## src/rtl/input_conditioner.sv

```systemverilog
// ---------------------------------------------------------------------------
// input_conditioner
//
// Front-end conditioning for the safe's push-buttons and switches. Each raw
// pad level is brought into the clock domain with a two-flop synchroniser,
// then debounced on a shared, prescaled sample strobe. A new level is only
// committed after STABLE consecutive samples that disagree with the current
// level; any agreeing sample throws the partial run away.
//
// Parameters
//   CH      number of channels (0=a, 1=b, 2=lock, 3=open, 4=doorCls)
//   div     clk cycles per sample tick (>= 1)
//   STABLE  consecutive differing samples needed to commit (>= 1)
//
// Ports
//   clk          system clock, rising edge
//   reset        asynchronous, active-low reset
//   raw          unsynchronised pad levels
//   level        debounced, registered level per channel
//   rise         one-clk pulse on a committed 0->1 change
//   fall         one-clk pulse on a committed 1->0 change
//   sample_tick  one-clk strobe marking each sample instant
//
// Handshake note: there is no valid/ready flow here. sample_tick, rise and
// fall are single-cycle strobes; level is a plain registered level. All
// outputs come from flops, so nothing combinational reaches an output from
// raw.
// ---------------------------------------------------------------------------
module input_conditioner #(
    parameter int CH     = 5,
    parameter int div    = 25000,
    parameter int STABLE = 8
) (
    input  logic          clk,
    input  logic          reset,
    input  logic [CH-1:0] raw,
    output logic [CH-1:0] level,
    output logic [CH-1:0] rise,
    output logic [CH-1:0] fall,
    output logic          sample_tick
);

    // Counter widths; both are at least one bit so div=1 / STABLE=1 still
    // elaborate to legal vectors.
    localparam int PW = (div    > 1) ? $clog2(div)    : 1;
    localparam int CW = (STABLE > 1) ? $clog2(STABLE) : 1;

    localparam logic [PW-1:0] PRE_LAST = PW'(div - 1);
    localparam logic [CW-1:0] CNT_LAST = CW'(STABLE - 1);

    // -----------------------------------------------------------------------
    // Two-flop synchroniser
    // -----------------------------------------------------------------------
    logic [CH-1:0] sync1_q;
    logic [CH-1:0] sync2_q;

    always_ff @(posedge clk or negedge reset) begin
        if (!reset) begin
            sync1_q <= '0;
            sync2_q <= '0;
        end else begin
            sync1_q <= raw;
            sync2_q <= sync1_q;
        end
    end

    // -----------------------------------------------------------------------
    // Prescaler
    //
    // The strobe is registered so that it is 0 during reset even for div=1.
    // pre_q counts edges since release modulo div; the strobe is loaded when
    // the count is about to wrap, which makes the first tick visible exactly
    // div clocks after reset release and then every div clocks.
    // -----------------------------------------------------------------------
    logic [PW-1:0] pre_q;
    logic [PW-1:0] pre_d;
    logic          tick_q;
    logic          tick_d;

    always_comb begin
        pre_d  = pre_q;
        tick_d = 1'b0;
        if (pre_q == PRE_LAST) begin
            pre_d  = '0;
            tick_d = 1'b1;
        end else begin
            pre_d  = pre_q + PW'(1);
        end
    end

    always_ff @(posedge clk or negedge reset) begin
        if (!reset) begin
            pre_q  <= '0;
            tick_q <= 1'b0;
        end else begin
            pre_q  <= pre_d;
            tick_q <= tick_d;
        end
    end

    // -----------------------------------------------------------------------
    // Per-channel debounce
    //
    // Only cycles carrying the strobe do anything. A sample equal to the
    // current level restarts the run; a differing sample either extends the
    // run or, if it is the STABLE-th in a row, commits the new level. The
    // counter therefore never exceeds STABLE-1.
    //
    // rise/fall default to 0 every cycle, so they are one clk wide and line up
    // with the first cycle of the new level.
    // -----------------------------------------------------------------------
    logic [CH-1:0][CW-1:0] cnt_q;
    logic [CH-1:0][CW-1:0] cnt_d;
    logic [CH-1:0]         level_q;
    logic [CH-1:0]         level_d;
    logic [CH-1:0]         rise_q;
    logic [CH-1:0]         rise_d;
    logic [CH-1:0]         fall_q;
    logic [CH-1:0]         fall_d;

    always_comb begin
        cnt_d   = cnt_q;
        level_d = level_q;
        rise_d  = '0;
        fall_d  = '0;
        if (tick_q) begin
            for (int i = 0; i < CH; i++) begin
                if (sync2_q[i] == level_q[i]) begin
                    cnt_d[i] = '0;
                end else if (cnt_q[i] == CNT_LAST) begin
                    level_d[i] = sync2_q[i];
                    cnt_d[i]   = '0;
                    // level differs from sync here, so exactly one of these
                    // is set: rise when moving to 1, fall when moving to 0.
                    rise_d[i]  = sync2_q[i];
                    fall_d[i]  = ~sync2_q[i];
                end else begin
                    cnt_d[i] = cnt_q[i] + CW'(1);
                end
            end
        end
    end

    always_ff @(posedge clk or negedge reset) begin
        if (!reset) begin
            cnt_q   <= '0;
            level_q <= '0;
            rise_q  <= '0;
            fall_q  <= '0;
        end else begin
            cnt_q   <= cnt_d;
            level_q <= level_d;
            rise_q  <= rise_d;
            fall_q  <= fall_d;
        end
    end

    assign level       = level_q;
    assign rise        = rise_q;
    assign fall        = fall_q;
    assign sample_tick = tick_q;

endmodule

```

## config.mk

```make
export PLATFORM = sky130hd
export DESIGN_NAME = input_conditioner
export DESIGN_NICKNAME = d
export VERILOG_FILES = /design/src/rtl/input_conditioner.sv
export SDC_FILE = /design/constraint.sdc
export NUM_CORES = 1
export LEC_CHECK = 0
export ABC_CLOCK_PERIOD_IN_PS = 2520
export BUFFER_PORTS_ARGS = -buffer_cell sky130_fd_sc_hd__buf_2
export CAP_MARGIN = 10
export CORE_MARGIN = 8
export CORE_UTILIZATION = 60
export CTS_CLUSTER_SIZE = 40
export DETAILED_ROUTE_END_ITERATION = 12
export GPL_TIMING_DRIVEN = 0
export MAX_ROUTING_LAYER = met4
export PLACE_DENSITY = 0.81
export SLEW_MARGIN = 20
export SYNTH_ARGS = -nofsm -noshare
export SYNTH_HDL_FRONTEND = slang
export SYNTH_SLANG_ARGS = --single-unit
```

## constraint.sdc

```tcl
create_clock -name clk -period 2.52 [get_ports clk]
set_input_delay 0.252 -clock clk [delete_from_list [all_inputs] [get_ports clk]]
set_output_delay 0.252 -clock clk [all_outputs]
set_load 0.02 [all_outputs]
```

Yosys cells after proc, flatten, opt, wreduce, memory -nomap -nowiden
Cells that the tools add are included.

storage, ports and cells
  output and inout port bits = 16
  word-level logic and storage cells = 82
  bits of input ports = 7
  bits in registers = 56

operators by class
  multiplexer cells = 34
  reductions and logical operators = 5
  equality and inequality tests = 11
  bitwise operators = 10
  add/subtract/negate cells = 6

operators with widths
  kind                                            count
  2-to-1 mux 3 bit                                10
  2-to-1 mux 1 bit                                21
  adder 15 x 1 -> 15 bit (second input constant)  1
  adder 3 x 1 -> 3 bit (second input constant)    5
  equality test 15 bit (second input constant)    1
  equality test 3 bit (second input constant)     5
  2-to-1 mux 15 bit                               1
  AND reduction 3 bit                             5
  2-to-1 mux 5 bit                                2
  NOT 1 bit                                       10
  equality test 1 bit                             5

Longest topological paths before layout
  depth after elaboration = 4
  depth in mapped cells = 5
  gate-level depth less buffers = 5

Least setup slack after synthesis
OpenSTA, ideal clock, no wires.

  kind = reg-to-reg
  from = register pre_q[3]
  to = register pre_q[13]
  setup slack = 0.898 ns
  stages on the path, launching flop included = 5
  path buffers = 1
  clock period less this slack = 1.622 ns
  data arrival time = 1.478 ns
  setup time = 0.144 ns
  path through = dfrtp_1 > buf_6 > or4b_4 > nor4_4 > nor4_1

between the ends
  longest elaborated chain between the ends = 2
  elaborated cells between the ends (all ways) = 3
  those cells by class = 1 x add/sub; 1 x eq/ne; 1 x mux

ends and longest elaborated chain
  what                                                                   RTL line  source
  start: declaration                                                     75        logic [PW-1:0] pre_q;
  start signal: assignment                                               96        pre_q <= pre_d;
  adder 15 x 1 -> 15 bit / equality test 15 bit (equally long branches)  87, 83
  2-to-1 mux 15 bit (*)                                                  83        if (pre_q == PRE_LAST) begin
  net pre_d[13]                                                          76        logic [PW-1:0] pre_d;

Mark *: on every way through the listed nets, which the timed path passes. The rest lies on a longest branch.
A chain may end at the register's enable or synchronous reset.

==> out/results.ini <==
[setup_path]
setup.worst_path.class=reg2reg
arrival_ns=2.08
r2r_slack_ns=0.66
reg2reg_depth=5
regToRegStartpoint=sample_tick$_DFF_PN0_
worstPathMaxFanout=10
cp-end-kind=flop
worstPathRequired_ns=2.74
setup.worst_path.start=sample_tick$_DFF_PN0_
start_kind=flop
crit_end=cnt_q[3]$_DFFE_PN0P_
r2r_end=cnt_q[3]$_DFFE_PN0P_

[logic_synthesis]
synth_mux_area_share_pct=2.39
synth_area_per_cell_um2=11.7
synth-compound-area-share_pct=6.17
ys.warnings.count=0
synth_top_family_by_area=simple AND/OR/NAND/NOR gates
seq_area_frac_synth_pct=59.5
synth-simple-area-share_pct=17.9
syn_nets=219
synth_top_area_cell=dfrtp_1
synth_cell_types=28
synthTopCellsByArea=dfrtp_1 60%, ha_1 5.8%, nand2_1 3.2%, nor3b_1 3.2%, xnor2_1 3.0%
synthAdderAreaFrac_pct=5.85
ys_seq_elements=56
synth_xor_area_share_pct=4.84
synthCells=201
yosysTopAreaCellShare_pct=59.5
synth_area_mm2=0.00235

[job]
cap_violations=0

[layout]
nNetsFinal=248
drive_gt1_share_pct=16.1
area_growth_pct=10.6
diodes=0
finalInstanceArea_mm2=0.00260

[outcome]
violations=hold timing
status=finished, violations left

[clock_tree]
clk_pin_slew_ns=0.09
numCtsBuffers=5
cts_root_buf=clkbuf_8
htreeDepth=2
cts_buffer_depth=2
cts_hold_buf=0
clk-insertion-delay-late_ns=0.30
clock-sinks=56
cts_resized=0
cts_tree=yes
postCtsSetupBuffers=0

[global_route]
grt-ovfl-total=0
grt_pass1_vias=1574
use_met1_pct=15.9
grt_use_total_pct=14.3
grt_max_degree=57
use_met3_pct=4.10
antenna_found_initial=0
busiest_layer=met2
grt_pass1_wl_mm=6.93
grtUsageMet2_pct=24.0

[floorplanning]
rows=22
coreArea_mm2=0.00372
die_h_um=78.6
die_w_um=78.6
io_pins=23
dieArea_mm2=0.00618
start_util_pct=63.3

[sta]
setup_tns_ns=0
skew_ns=0.00582
slew_headroom_pct=54.7
fin_ws_ns=0.661
fmax_mhz=538
report.final.hold_viol_count=38
tightest_slew_ns=0.679
rsz0062_at_grt=false
whs_ns=-0.0149
fin_crit_sh_pct=73.8
drv_slew=0
fin_crit_ns=1.86
setup_viol=0

[pwr]
p_leak_nw=1.23
p_sw_mw=0.288
clkPwrFrac_pct=32.4
power_density_mw_per_mm2=535
combPwrFrac_pct=2.1
p_int_mw=1.10
seq_power_share_pct=65.5
peakVddDrop_mv=0.326
swShare_pct=20.7
power_mw=1.39

[placed_design]
gp_congestion=0.798
io_buffer_count=22
placed_cell_area_mm2=0.00253
dp_slack_ns=0.685
place_hpwl_mm=2.67

[detailed_routing]
drt-pass1-iter-count=4
wl_mm=3.89
wl_per_cell_um=14.0
ant_nets=0
vias_per_cell=5.49
drc=0
dr.first_iter.drc_count=96
via_count=1526

[worst_hold_path]
hp-class=in2async

per-layer routing:
metal | wire (um) | part of all wire [%] | vias up
li1 | - | - | 757
met1 | 1770 | 45 | 749
met2 | 1930 | 50 | 15
met3 | 137 | 3.5 | 5
met4 | 52 | 1.3 | 0
met5 | 0 | 0 | -
worst min-delay path by stage:
stage	from	to
2_1_floorplan	reset	cnt_q[0]$_DFFE_PN0P_
3_3_place_gp	sync1_q[2]$_DFF_PN0_	sync2_q[2]$_DFF_PN0_
3_5_place_dp	reset	pre_q[12]$_DFF_PN0_
4_1_cts	reset	pre_q[8]$_DFF_PN0_
5_1_grt	reset	pre_q[10]$_DFF_PN0_
6_report	reset	pre_q[12]$_DFF_PN0_
placed cells by master, fill, tap and decap left out, types with 2 or more instances in the layout:
cell,count
nor2_1,5
mux2_2,5
ha_1,11
nand2_1,20
clkbuf_1,6
xor2_1,5
and3_1,2
clkbuf_8,5
dfrtp_1,56
inv_1,13
nor4_1,4
nor3b_1,10
nand4_1,5
a21oi_1,5
o21ai_0,7
nand3_1,7
and4_1,2
o22ai_1,11
xnor2_1,8
or3_1,4
nand2b_1,7
buf_2,21
nor3_1,2
cell type report:
class | instances | area, um^2
well taps | 48 | 60.1
plain buffers | 6 | 30.0
clock buffers | 6 | 72.6
flip-flops and latches | 56 | 1400
repair buffers | 22 | 113
multi-input cells | 126 | 873
fillers | 281 | 1110
inverters | 13 | 48.8
clock inverters | 1 | 5.00
worst max-delay path, stage by stage, from the launching register on:
cell and delay (ns):
dfrtp_1 0.37, clkbuf_1 0.33, clkbuf_1 0.38, clkbuf_1 0.43, nand2_1 0.11, o22ai_1 0.15
logic make-up after synthesis:
| family | Yosys count |
|---|---|
| flops | 56 |
| simple gates | 72 |
| xor+xnor | 13 |
| mux | 5 |
| compound gates | 25 |
| fa+ha+maj | 11 |
| buf+inv | 19 |
power groups by stage:
| stage | registers, mW | clock network [mW] | logic [mW] |
|---|---|---|---|
| 2_1_floorplan | 0.928 | 0 | 0.00703 |
| 3_3_place_gp | 0.929 | 0 | 0.0298 |
| 3_5_place_dp | 0.929 | 0 | 0.0306 |
| 4_1_cts | 0.911 | 0.468 | 0.0308 |
| 5_1_grt | 0.913 | 0.495 | 0.0341 |
| 6_report | 0.911 | 0.451 | 0.0289 |
registers in the layout, summed over array words and instances, names as in the netlist:
signal / count
cnt_q: 15
pre_q: 15
fall: 5
level: 5
rise: 5
sync1_q: 5
sync2_q: 5
sample_tick: 1
synth_stat cells:
cell type	count
o22ai_1	11
a21oi_1	5
nor3b_1	10
nand3_1	7
nor2_1	5
or4b_1	1
nor3_1	2
ha_1	11
xor2_1	5
nor2b_1	1
nor4_4	1
o21ba_2	1
and3_1	2
and4_1	2
a31oi_1	1
or4b_4	1
o21ai_0	7
or3_1	4
dfrtp_1	56
clkbuf_1	5
nand2b_1	7
xnor2_1	8
mux2_2	5
nand2_1	20
nand4_1	5
inv_1	13
buf_6	1
nor4_1	4
metrics by stage:
stage | util [%] | instances
after floorplan | - | 201
after detailed placement | 68.0 | 271
after CTS | 70.1 | 278
after global placement | 67.9 | 271
final | 70.1 | 278
after global routing | 70.1 | 278
Note: power is estimated with default switching activity, not from simulation.
